===== src/rtl/comar_gate_vec.sv =====
`default_nettype none
// +----------------------------------------------------------------------------+
// | Module : comar_gate_vec                                                    |
// | Brief  : LANES first-order 2-share COMAR AND/NAND/OR/NOR gates sharing one |
// |          6-bit fresh-mask word, two register stages, async reset.          |
// | Rev    : 1.0  initial release                                              |
// +----------------------------------------------------------------------------+
module comar_gate_vec #(
  parameter int LANES    = 4,
  parameter bit OPT      = 1'b0,
  parameter bit MASK_REG = 1'b0
) (
  input  logic               clk,
  input  logic               rst,
  input  logic               in_valid,
  input  logic [1:0]         mode,
  input  logic [2*LANES-1:0] a,
  input  logic [2*LANES-1:0] b,
  input  logic [5:0]         r,
  input  logic               mask_load,
  input  logic [LANES-1:0]   common_out,
  output logic               out_valid,
  output logic [2*LANES-1:0] c
);

  logic [5:0]       m;
  logic [LANES-1:0] a_sh0, a_sh1, b_sh0, b_sh1;

  always_comb begin
    a_sh0 = '0;
    a_sh1 = '0;
    b_sh0 = '0;
    b_sh1 = '0;
    for (int i = 0; i < LANES; i++) begin
      a_sh0[i] = a[2*i];
      a_sh1[i] = a[2*i+1];
      b_sh0[i] = b[2*i];
      b_sh1[i] = b[2*i+1];
    end
  end

  generate
    if (MASK_REG) begin : g_mask_reg
      logic [5:0] mask_q;
      always_ff @(posedge clk or posedge rst) begin
        if (rst) begin
          mask_q <= '0;
        end else if (mask_load) begin
          mask_q <= r;
        end
      end
      assign m = mask_q;
    end else begin : g_mask_direct
      logic unused_mask_load;
      assign unused_mask_load = mask_load;
      assign m = r;
    end
  endgenerate

  // Stage 0: refresh share 0 and fold the input inversion into it.
  logic [LANES-1:0] x0_q, y0_q, x1, y1;
  logic [1:0]       mode_s0;
  logic             valid_s0;

  always_ff @(posedge clk or posedge rst) begin
    if (rst) begin
      x0_q     <= '0;
      y0_q     <= '0;
      mode_s0  <= '0;
      valid_s0 <= 1'b0;
    end else begin
      x0_q     <= a_sh0 ^ {LANES{m[0] ^ mode[1]}};
      y0_q     <= b_sh0 ^ {LANES{m[1] ^ mode[1]}};
      mode_s0  <= mode;
      valid_s0 <= in_valid;
    end
  end

  // With OPT=1 share 1 bypasses the refresh, so m[1:0] are not cancelled
  // on that path; callers of the bypass variant keep m[1:0] at zero.
  generate
    if (!OPT) begin : g_share1_reg
      logic [LANES-1:0] x1_q, y1_q;
      always_ff @(posedge clk or posedge rst) begin
        if (rst) begin
          x1_q <= '0;
          y1_q <= '0;
        end else begin
          x1_q <= a_sh1 ^ {LANES{m[0]}};
          y1_q <= b_sh1 ^ {LANES{m[1]}};
        end
      end
      assign x1 = x1_q;
      assign y1 = y1_q;
    end else begin : g_share1_bypass
      assign x1 = a_sh1;
      assign y1 = b_sh1;
    end
  endgenerate

  // Stage 1: four masked cross products, each behind its own register.
  logic [LANES-1:0] p00_q, p01_q, p10_q, p11_q;
  logic [1:0]       mode_s1;
  logic             valid_s1;

  always_ff @(posedge clk or posedge rst) begin
    if (rst) begin
      p00_q    <= '0;
      p01_q    <= '0;
      p10_q    <= '0;
      p11_q    <= '0;
      mode_s1  <= '0;
      valid_s1 <= 1'b0;
    end else begin
      p00_q    <= (x0_q & y0_q) ^ {LANES{m[2]}};
      p01_q    <= (x0_q & y1)   ^ {LANES{m[3]}};
      p10_q    <= (x1   & y0_q) ^ {LANES{m[4]}};
      p11_q    <= (x1   & y1)   ^ {LANES{m[5]}};
      mode_s1  <= mode_s0;
      valid_s1 <= valid_s0;
    end
  end

  always_comb begin
    c = '0;
    for (int i = 0; i < LANES; i++) begin
      c[2*i]   = p00_q[i] ^ p01_q[i] ^ p10_q[i] ^ p11_q[i] ^ mode_s1[0];
      c[2*i+1] = common_out[i];
    end
  end

  assign out_valid = valid_s1;

  logic unused_mode_s1;
  assign unused_mode_s1 = mode_s1[1];

endmodule
`default_nettype wire

===== config.mk =====
export PLATFORM = sky130hd
export DESIGN_NAME = comar_gate_vec
export DESIGN_NICKNAME = d
export VERILOG_FILES = /design/src/rtl/comar_gate_vec.sv
export SDC_FILE = /design/constraint.sdc
export NUM_CORES = 1
export LEC_CHECK = 0
export ABC_AREA = 0
export CORE_AREA = 2 2 54 56
export DETAILED_ROUTE_END_ITERATION = 7
export DIE_AREA = 0 0 56 58
export DONT_BUFFER_PORTS = 1
export PLACE_DENSITY = 0.72
export RECOVER_POWER = 25
export SYNTH_ARGS = -nofsm -noshare
export SYNTH_HDL_FRONTEND = slang
export SYNTH_SLANG_ARGS = --single-unit

===== constraint.sdc =====
create_clock -name clk -period 2.2 [get_ports clk]
set_input_delay 0.33 -clock clk [delete_from_list [all_inputs] [get_ports clk]]
set_output_delay 0.33 -clock clk [all_outputs]
set_load 0.1 [all_outputs]

# Word level (Yosys, flattened, before mapping)
# Cells that the tools add are included.
dict set report classes {
  bitwise_logic 30
}
# op count
set ops {}
lappend ops {{4-bit bitwise XOR} 8}
lappend ops {{1-bit bitwise XOR} 18}
lappend ops {{4-bit bitwise AND} 4}
dict set report word_totals {
  reg_bits 36
  in_bits 32
  out_inout_bits 9
  word_cells 42
}

# Longest topological paths before layout
# Gate-level depths: netlist (run 1).
dict set report depth {
  word_depth 4
  ltp_mapped 3
}

# Worst setup path before layout (run 1)
# No wires, ideal clock.
dict set report synth_path {
  path_type {reg-to-output}
  startpoint {reg mode_s1[0]}
  endpoint {out c[0]}
  arrival_ps 2339
  t_required_ps 1870
  path_slack_ps -469
  path_stages_with_launch 3
  path_cell_list {dfrtp_1 > xnor3_1 > xnor2_1}
}
dict set report synth_via {
  elab_chain_len 1
}
# item line
set synth_rtl {}
lappend synth_rtl {{start, declared} 103} ;# logic [1:0] mode_s1;
lappend synth_rtl {{start signal, assigned} 119} ;# mode_s1 <= mode_s0;
lappend synth_rtl {{1-bit bitwise XOR} 127} ;# c[2*i] = p00_q[i] ^ p01_q[i] ^ p10_q[i] ^ p11_q[i] ^ mode_s1[0];
lappend synth_rtl {{end, declared} 23} ;# output logic [2*LANES-1:0] c
# Every way passes these cells.

# Worst setup path after layout (run 1)
dict set report layout_path {
  startpoint {reg mode_s1[0]}
  endpoint {out c[4]}
}
# Same word-level chain as after synthesis.

==> reports/results.ini, run 1 <==
[clock_tree]
numCtsBuffers=5
clock_sinks=36
root_buffer=clkbuf_4
clk_pin_slew_ns=0.10
cts_max_level=2
cts_tree=yes
ctsHoldBuffers=2
postCtsSetupRepairBufs=0
clockBufferDepth=2
clock_latency_ns=0.33
post_cts_resized=0

[power]
power.share.clock_pct=21.1
pwr-share-seq_pct=38.7
internal-power_mw=1.25
irDropWorstVdd_uv=1600
power.share.combinational_pct=40.2
sw_frac_of_total_pct=39.3
p_switching_mw=0.810
p_per_area_nw_per_um2=1250
leakagePower_nw=0.751

[timing]
setup_viol=0
hold_viol=0
min_period_ns=1.97
slew_violations=0
relSlewSlack_pct=55.7
clock_skew_ns=0.00989
fin_ws_ns=0.227
fin_setup_tns_ns=0
tightest_slew_ns=0.663
timing.final.crit_share_pct=89.7
fmax_mhz=507
rsz0062_at_grt=false

[synthesis]
synth_area_leaders=dfrtp_1 60%, xnor2_1 16%, xor2_1 7.0%
synth_area_leader_cell=dfrtp_1
yosys_warnings=0
synth.distinct_cells=10
synth_top_area_share_pct=59.9
avgSynthCellArea_sq_um=13.8
syn_area_sq_um=1510
syn_nets=141
netlist_instances=109
seq_area_frac_synth_pct=59.9
ys_ff_latch=36

[setup_path]
reg2reg_to=p00_q[2]
required_ns=1.87
endpoint_kind=output port
cp.arrival_ns=1.64
start_kind=register
rrSetupSlack_ns=1.50
path_class=register to output port
rr_startpoint=y0_q[2]
ff2ff_path_depth=2
critPathMaxFanout=4

[die]
die_area_sq_um=3250
die_h_um=58
ioPinCount=41
start_util_pct=56.5
die_w_um=56
core-area_sq_um=2660
placementRows=19

[route]
ant_nets=0
via_count=707
drc=0
dr.pass1.iters=2
drt_iter0_drc=8
totalWireLength_mm=2.05
post_drt_wl_per_cell_um=14.0
vias_per_cell=4.81

[global_routing]
grt_pass1_wl_mm=3.38
grt_pass1_vias=735
grt_usage_pct=14.7
overflow=0
grt_max_degree=20
grt_antenna_before_repair=0

[layout]
instances_no_fill=147
mostFrequentLayoutCells=36 x dfrtp_1, 26 x xnor2_1, 16 x nand2_1
nNetsFinal=147
fillers=224
final_common_cell=dfrtp_1
final_layout_size_suffix_gt1_share_pct=14.7
syn2layout_area_growth_pct=9.98
insertedDiodeCount=0

[placed_design]
placed_cells=136
io_buffers=0
gp_congestion=0.644
place_ws_ns=0.554
dp_hpwl_mm=1.63

[min_path]
hold_depth=1
min_to=g_share1_reg.y1_q[2]
min_from=b[5]
hold_class=primary input to register

[run]
maxCapViolations=0

[status]
status=finished clean

-- flip-flops by register name (all words and copies together), names as in the netlist --
register	count
x0_q	4
valid_s0	1
p00_q	4
out_valid	1
p01_q	4
p11_q	4
mode_s0	1
mode_s1	1
g_share1_reg.x1_q	4
g_share1_reg.y1_q	4
y0_q	4
p10_q	4
-- critical path, stage by stage (launching register included) --
cell	delay (ns)
dfrtp_1	0.42
xnor3_1	0.46
xnor2_2	0.14
buf_4	0.30
-- kinds of logic after synthesis --
| family | Yosys count | synth area share [%] |
|---|---|---|
| flip-flops | 36 | 59.9 |
| buffers and inverters | 11 | 4.74 |
| XOR/XNOR | 46 | 31.4 |
| AND/OR/NAND/NOR | 16 | 3.99 |
-- worst max path at each step --
stage	to	slack (ns)	startpoint	cells after the start
after floorplan	c[0]	0.15	mode_s1[0]	2
after global routing	c[6]	0.11	mode_s1[0]	3
final	c[4]	0.23	mode_s1[0]	3
after detailed placement	c[4]	0.55	mode_s1[0]	3
after CTS	c[4]	0.17	mode_s1[0]	3
after global placement	c[0]	0.60	mode_s1[0]	3
-- cell type report --
class	instances	area (sq um)	share of cell area, %
Clock buffer	6	41.3	2.49
Clock inverter	2	35.0	2.12
Inverter	1	3.75	0.227
Sequential cell	36	901	54.4
Tap cell	31	38.8	2.34
Multi-Input combinational cell	62	548	33.1
Timing Repair Buffer	9	87.6	5.29
-- power by group through the flow --
stage	Combinational [mW]	Sequential [mW]	Clock, mW
after global placement	0.824	0.808	0
after detailed placement	0.836	0.814	0
after global routing	0.863	0.810	0.477
after floorplan	0.755	0.809	0
after CTS	0.839	0.800	0.452
final	0.828	0.798	0.436
-- per-layer routing --
metal	track usage (%)	routed length, um	up-vias
met5	0	0	-
met4	8.50	50	0
met3	6.70	162	6
met2	26.6	1170	31
met1	13.7	672	338
li1	-	-	332
-- synth_stat cells (all sizes together) --
| cell | count |
|---|---|
| dfrtp | 36 |
| xnor2 | 30 |
| nand2 | 16 |
| xor2 | 12 |
| buf | 6 |
| clkbuf | 4 |
| xnor3 | 4 |
| inv | 1 |
-- metrics by stage --
stage / power, mW / hold slack [ns] / util, % / cell area [sq um]
after CTS: 2.09 / 0.00858 / 62.4 / 1660
final: 2.06 / 0.0716 / 62.2 / 1660
after floorplan: 1.56 / 0.331 / - / 1540
after detailed placement: 1.65 / 0.336 / 58.7 / 1560
after global routing: 2.15 / 0.0439 / 62.2 / 1660
after global placement: 1.63 / 0.329 / 58.7 / 1560
Power figures use the tool's default switching activity.
==> run 2, diff against run 1 <==
--- a/config.mk
+++ b/config.mk
@@ -10,7 +10,7 @@
 export DETAILED_ROUTE_END_ITERATION = 7
 export DIE_AREA = 0 0 56 58
 export DONT_BUFFER_PORTS = 1
-export PLACE_DENSITY = 0.72
+export PLACE_DENSITY = 0.8
 export RECOVER_POWER = 25
 export SYNTH_ARGS = -nofsm -noshare
 export SYNTH_HDL_FRONTEND = slang
==> run 2 against run 1 <==
Net effect: final cell count stayed put; non-clock buffer count stayed put; critical endpoint unchanged; first-iteration DRC count is 13% lower; maximum frequency is 1.1% higher.
==> reports/results.ini, run 2 (synthesis gave the netlist of run 1 again) <==
[timing]
fmax_mhz=513
relSlewSlack_pct=62.9
timing.hold.ws_ns=0.0766
hold_viol=0
clock_skew_ns=0.0130
setup_viol=0
timing.final.crit_share_pct=88.7
rsz0062_at_grt=false
tightest_slew_ns=0.552
slew_violations=0
fin_ws_ns=0.249
min_period_ns=1.95
fin_setup_tns_ns=0

[route]
via_count=702
post_drt_wl_per_cell_um=13.7
drc=0
totalWireLength_mm=2.02
vias_per_cell=4.78
drt_iter0_drc=7
dr.pass1.iters=3
ant_nets=0

[power]
leakagePower_nw=0.756
power.share.combinational_pct=38.9
p_per_area_nw_per_um2=1270
sw_frac_of_total_pct=38.0
pwr-share-seq_pct=37.8
power.share.clock_pct=23.3
irDropWorstVdd_uv=1550
internal-power_mw=1.31
p_switching_mw=0.804
power_mw=2.12

[setup_path]
cpPeakStageDelay_ns=0.46
critPathMaxFanout=4
crit_slowest_cell=xnor3_1
start_kind=register
endpoint_kind=output port
cp.arrival_ns=1.62
path_class=register to output port
required_ns=1.87
path_cells=xnor3_1 > xnor2_2 > buf_4

[layout]
nNetsFinal=147
final_util_pct=62.4
final_common_cell=dfrtp_1
mostFrequentLayoutCells=36 x dfrtp_1, 26 x xnor2_1, 16 x nand2_1
insertedDiodeCount=0
syn2layout_area_growth_pct=10.4
final_layout_size_suffix_gt1_share_pct=15.5

[global_routing]
overflow=0
grt_max_degree=36
grt_antenna_before_repair=0
grt_pass1_vias=773
grt_usage_pct=15.0
grt_pass1_wl_mm=3.50

[clock_tree]
cts_tree=yes
clockBufferDepth=2
cts_max_level=2
post_cts_resized=0
numCtsBuffers=5
clk_pin_slew_ns=0.10
root_buffer=clkbuf_4
clock_latency_ns=0.32
clock_sinks=36

[placed_design]
gp_congestion=0.677
dp_hpwl_mm=1.61
place_ws_ns=0.570
io_buffers=0

[die]
die_area_sq_um=3250
die_h_um=58
start_util_pct=56.5
core-area_sq_um=2660
die_w_um=56
ioPinCount=41
placementRows=19

[min_path]
hold_class=primary input to register

[run]
maxCapViolations=0

[status]
status=finished clean

run 2: cell count changes in the layout (fill, tap and decap cells not counted):
cell,previous run,this run
clkbuf_8,0,2
clkbuf_1,1,0
clkinv_2,1,0
buf_12,1,0
buf_4,5,6
run 2: power by group through the flow:
| stage | sequential (mW) | clock (mW) | combinational, mW |
|---|---|---|---|
| 2_1_floorplan | 0.809 | 0 | 0.755 |
| 3_3_place_gp | 0.809 | 0 | 0.823 |
| 3_5_place_dp | 0.817 | 0 | 0.830 |
| 4_1_cts | 0.803 | 0.509 | 0.833 |
| 5_1_grt | 0.812 | 0.541 | 0.861 |
| 6_report | 0.801 | 0.494 | 0.824 |
run 2: timing repair:
item,CTS,global route
endpoints found under the hold margin,1,2
hold buffers,1,2
setup buffers,0,0
run 2: path summary, 6_finish.rpt:
| path | start | endpoint | slack, ns | cells after the start |
|---|---|---|---|---|
| setup / recovery | mode_s1[0] | c[4] | 0.25 | 3 |
| hold / removal | a[1] | g_share1_reg.x1_q[0] | 0.08 | 1 |
| setup reg to reg | g_share1_reg.y1_q[1] | p11_q[1] | 1.49 | 2 |
| hold reg to reg | valid_s0 | out_valid | 0.36 | 0 |
| max in group asynchronous | rst | p01_q[2] | 1.31 | 3 |
| min in group asynchronous | rst | valid_s0 | 0.30 | 2 |
run 2: final cells by class:
cell class / instances / area [sq um]
clock buffer: 7 / 65.1
clock inverter: 1 / 30.0
timing repair buffer: 9 / 75.1
multi-input combinational: 62 / 548
tap: 31 / 38.8
fill: 221 / 1000
sequential: 36 / 901
inverter: 1 / 3.75
run 2: layer usage:
metal	GRT usage (%)	vias to the layer above	part of all wire [%]
li1	-	334	-
met1	15.9	336	33
met2	25.9	30	56
met3	6.47	2	9.4
met4	7.48	0	0.94
met5	0	-	0
run 2: through the flow:
step | cells | area, sq um
after detailed placement | 136 | 1550
final | 147 | 1660
after global placement | 136 | 1550
after CTS | 145 | 1660
after floorplan | 109 | 1540
after global routing | 147 | 1660
run 2: worst max-delay path: cells and delay by family (launching register included):
family | cells | cell delay, ns
XOR/XNOR | 2 | 0.59
flip-flops | 1 | 0.42
buffers and inverters | 1 | 0.30
==> run 3, diff against run 2 <==
--- a/config.mk
+++ b/config.mk
@@ -12,6 +12,7 @@
 export DONT_BUFFER_PORTS = 1
 export PLACE_DENSITY = 0.8
 export RECOVER_POWER = 25
+export REMOVE_ABC_BUFFERS = 1
 export SYNTH_ARGS = -nofsm -noshare
 export SYNTH_HDL_FRONTEND = slang
 export SYNTH_SLANG_ARGS = --single-unit
==> constraint.sdc (replaced) <==
create_clock -name clk -period 2.3 [get_ports clk]
set_input_delay 0.345 -clock clk [delete_from_list [all_inputs] [get_ports clk]]
set_output_delay 0.345 -clock clk [all_outputs]
set_load 0.1 [all_outputs]
==> run 3 against run 2 <==
Net effect: sequential power is 3.7% lower; utilization is 1.0 points lower; cell area is 1.7% lower; critical path type unchanged; largest cell class unchanged.
==> reports/results.ini, run 3 (synthesis gave the netlist of run 1 again) <==
[status]
status=finished clean

[timing]
clock_skew_ns=0.00530
min_period_ns=1.98
setup_viol=0
timing.final.crit_share_pct=86.1
tightest_slew_ns=0.863
rsz0062_at_grt=false
slew_violations=0
timing.hold.ws_ns=0.0337
relSlewSlack_pct=42.5
fin_ws_ns=0.320
hold_viol=0
fmax_mhz=505

[power]
power_mw=2.03
irDropWorstVdd_uv=1160
leakagePower_nw=0.742
p_per_area_nw_per_um2=1240

[global_routing]
overflow=0
grt_pass1_vias=739
grt_antenna_before_repair=0
grt_pass1_wl_mm=3.42
grt_max_degree=20
grt_usage_pct=15.0

[die]
die_w_um=56
placementRows=19
die_area_sq_um=3250
die_h_um=58
core-area_sq_um=2660
ioPinCount=41
start_util_pct=56.5

[layout]
fillers=227
area.sequential_sq_um=901
syn2layout_area_growth_pct=8.56
insertedDiodeCount=0
multi_input_area_sq_um=548
mostFrequentLayoutCells=36 x dfrtp_1, 26 x xnor2_1, 16 x nand2_1
nNetsFinal=144
final_layout_size_suffix_gt1_share_pct=15.0
final_util_pct=61.4
final_common_cell=dfrtp_1

[setup_path]
cp.arrival_ns=1.63
reg2reg_to=p01_q[3]
required_ns=1.96
critPathMaxFanout=4
rrSetupSlack_ns=1.60
ff2ff_path_depth=2
path_class=register to output port
rr_startpoint=g_share1_reg.y1_q[3]
start_kind=register
endpoint_kind=output port

[clock_tree]
numCtsBuffers=5
clock_sinks=36
postCtsSetupRepairBufs=0
clockBufferDepth=2
clock_latency_ns=0.33
cts_max_level=2
cts_tree=yes
root_buffer=clkbuf_4
clk_pin_slew_ns=0.10

[placed_design]
io_buffers=0
dp_hpwl_mm=1.68
place_ws_ns=0.644
gp_congestion=0.674

[route]
post_drt_wl_per_cell_um=14.1
drc=0
dr.pass1.iters=2
totalWireLength_mm=2.03
via_count=685
ant_nets=0
vias_per_cell=4.76
drt_iter0_drc=3

[run]
maxCapViolations=0

[min_path]
min_from=in_valid
hold_class=primary input to register
min_to=valid_s0
hold_depth=0

run 3: cell count changes in the layout (fill, tap and decap cells not counted):
| cell | delta |
|---|---|
| buf_4 | -1 |
| dlygate4sd3_1 | -2 |
run 3: how the worst max path moves through the flow:
stage | startpoint | to
2_1_floorplan | mode_s1[0] | c[0]
3_3_place_gp | mode_s1[0] | c[2]
4_1_cts | mode_s1[0] | c[0]
6_report | mode_s1[0] | c[0]
5_1_grt | mode_s1[0] | c[2]
3_5_place_dp | mode_s1[0] | c[0]
run 3: where the power goes:
part	leakage, nW	internal, mW	switching, mW	total [mW]
combinational	0.271	0.243	0.536	0.779
sequential	0.419	0.721	0.0501	0.771
clock	0.0515	0.289	0.193	0.481
total	0.742	1.25	0.779	2.03
run 3: metal layers:
layer	wire length (um)	vias to the layer above	GRT usage [%]
met1	700	317	14.9
met4	29	0	6.12
met2	1110	37	26.1
met3	189	3	8.26
met5	0	-	0
li1	-	328	-
run 3: area by class of cell:
type | count | share of cell area [%]
Inverter | 1 | 0.230
Timing Repair Buffer | 6 | 2.91
Multi-Input combinational cell | 62 | 33.5
Clock buffer | 7 | 3.98
Sequential cell | 36 | 55.1
Clock inverter | 1 | 1.84
Tap cell | 31 | 2.37
run 3: what timing repair did:
action	in CTS	in global routing
hold buffers	1	0
endpoints found under the setup margin	0	0
gates resized for setup	0	0
hold endpoints to repair	11	0
run 3: critical path, cell delays in order (launching register included):
cell	delay (ns)
dfrtp_1	0.41
xnor3_1	0.46
xnor2_2	0.14
buf_4	0.30
run 3: per-stage QoR:
stage          setup TNS, ns  instance area (sq um)  std cells
6_report                   0                   1630        144
5_1_grt                    0                   1630        144
4_1_cts                    0                   1650        144
3_5_place_dp               0                   1540        135
3_3_place_gp               0                   1540        135
2_1_floorplan          -1.54                   1440         99
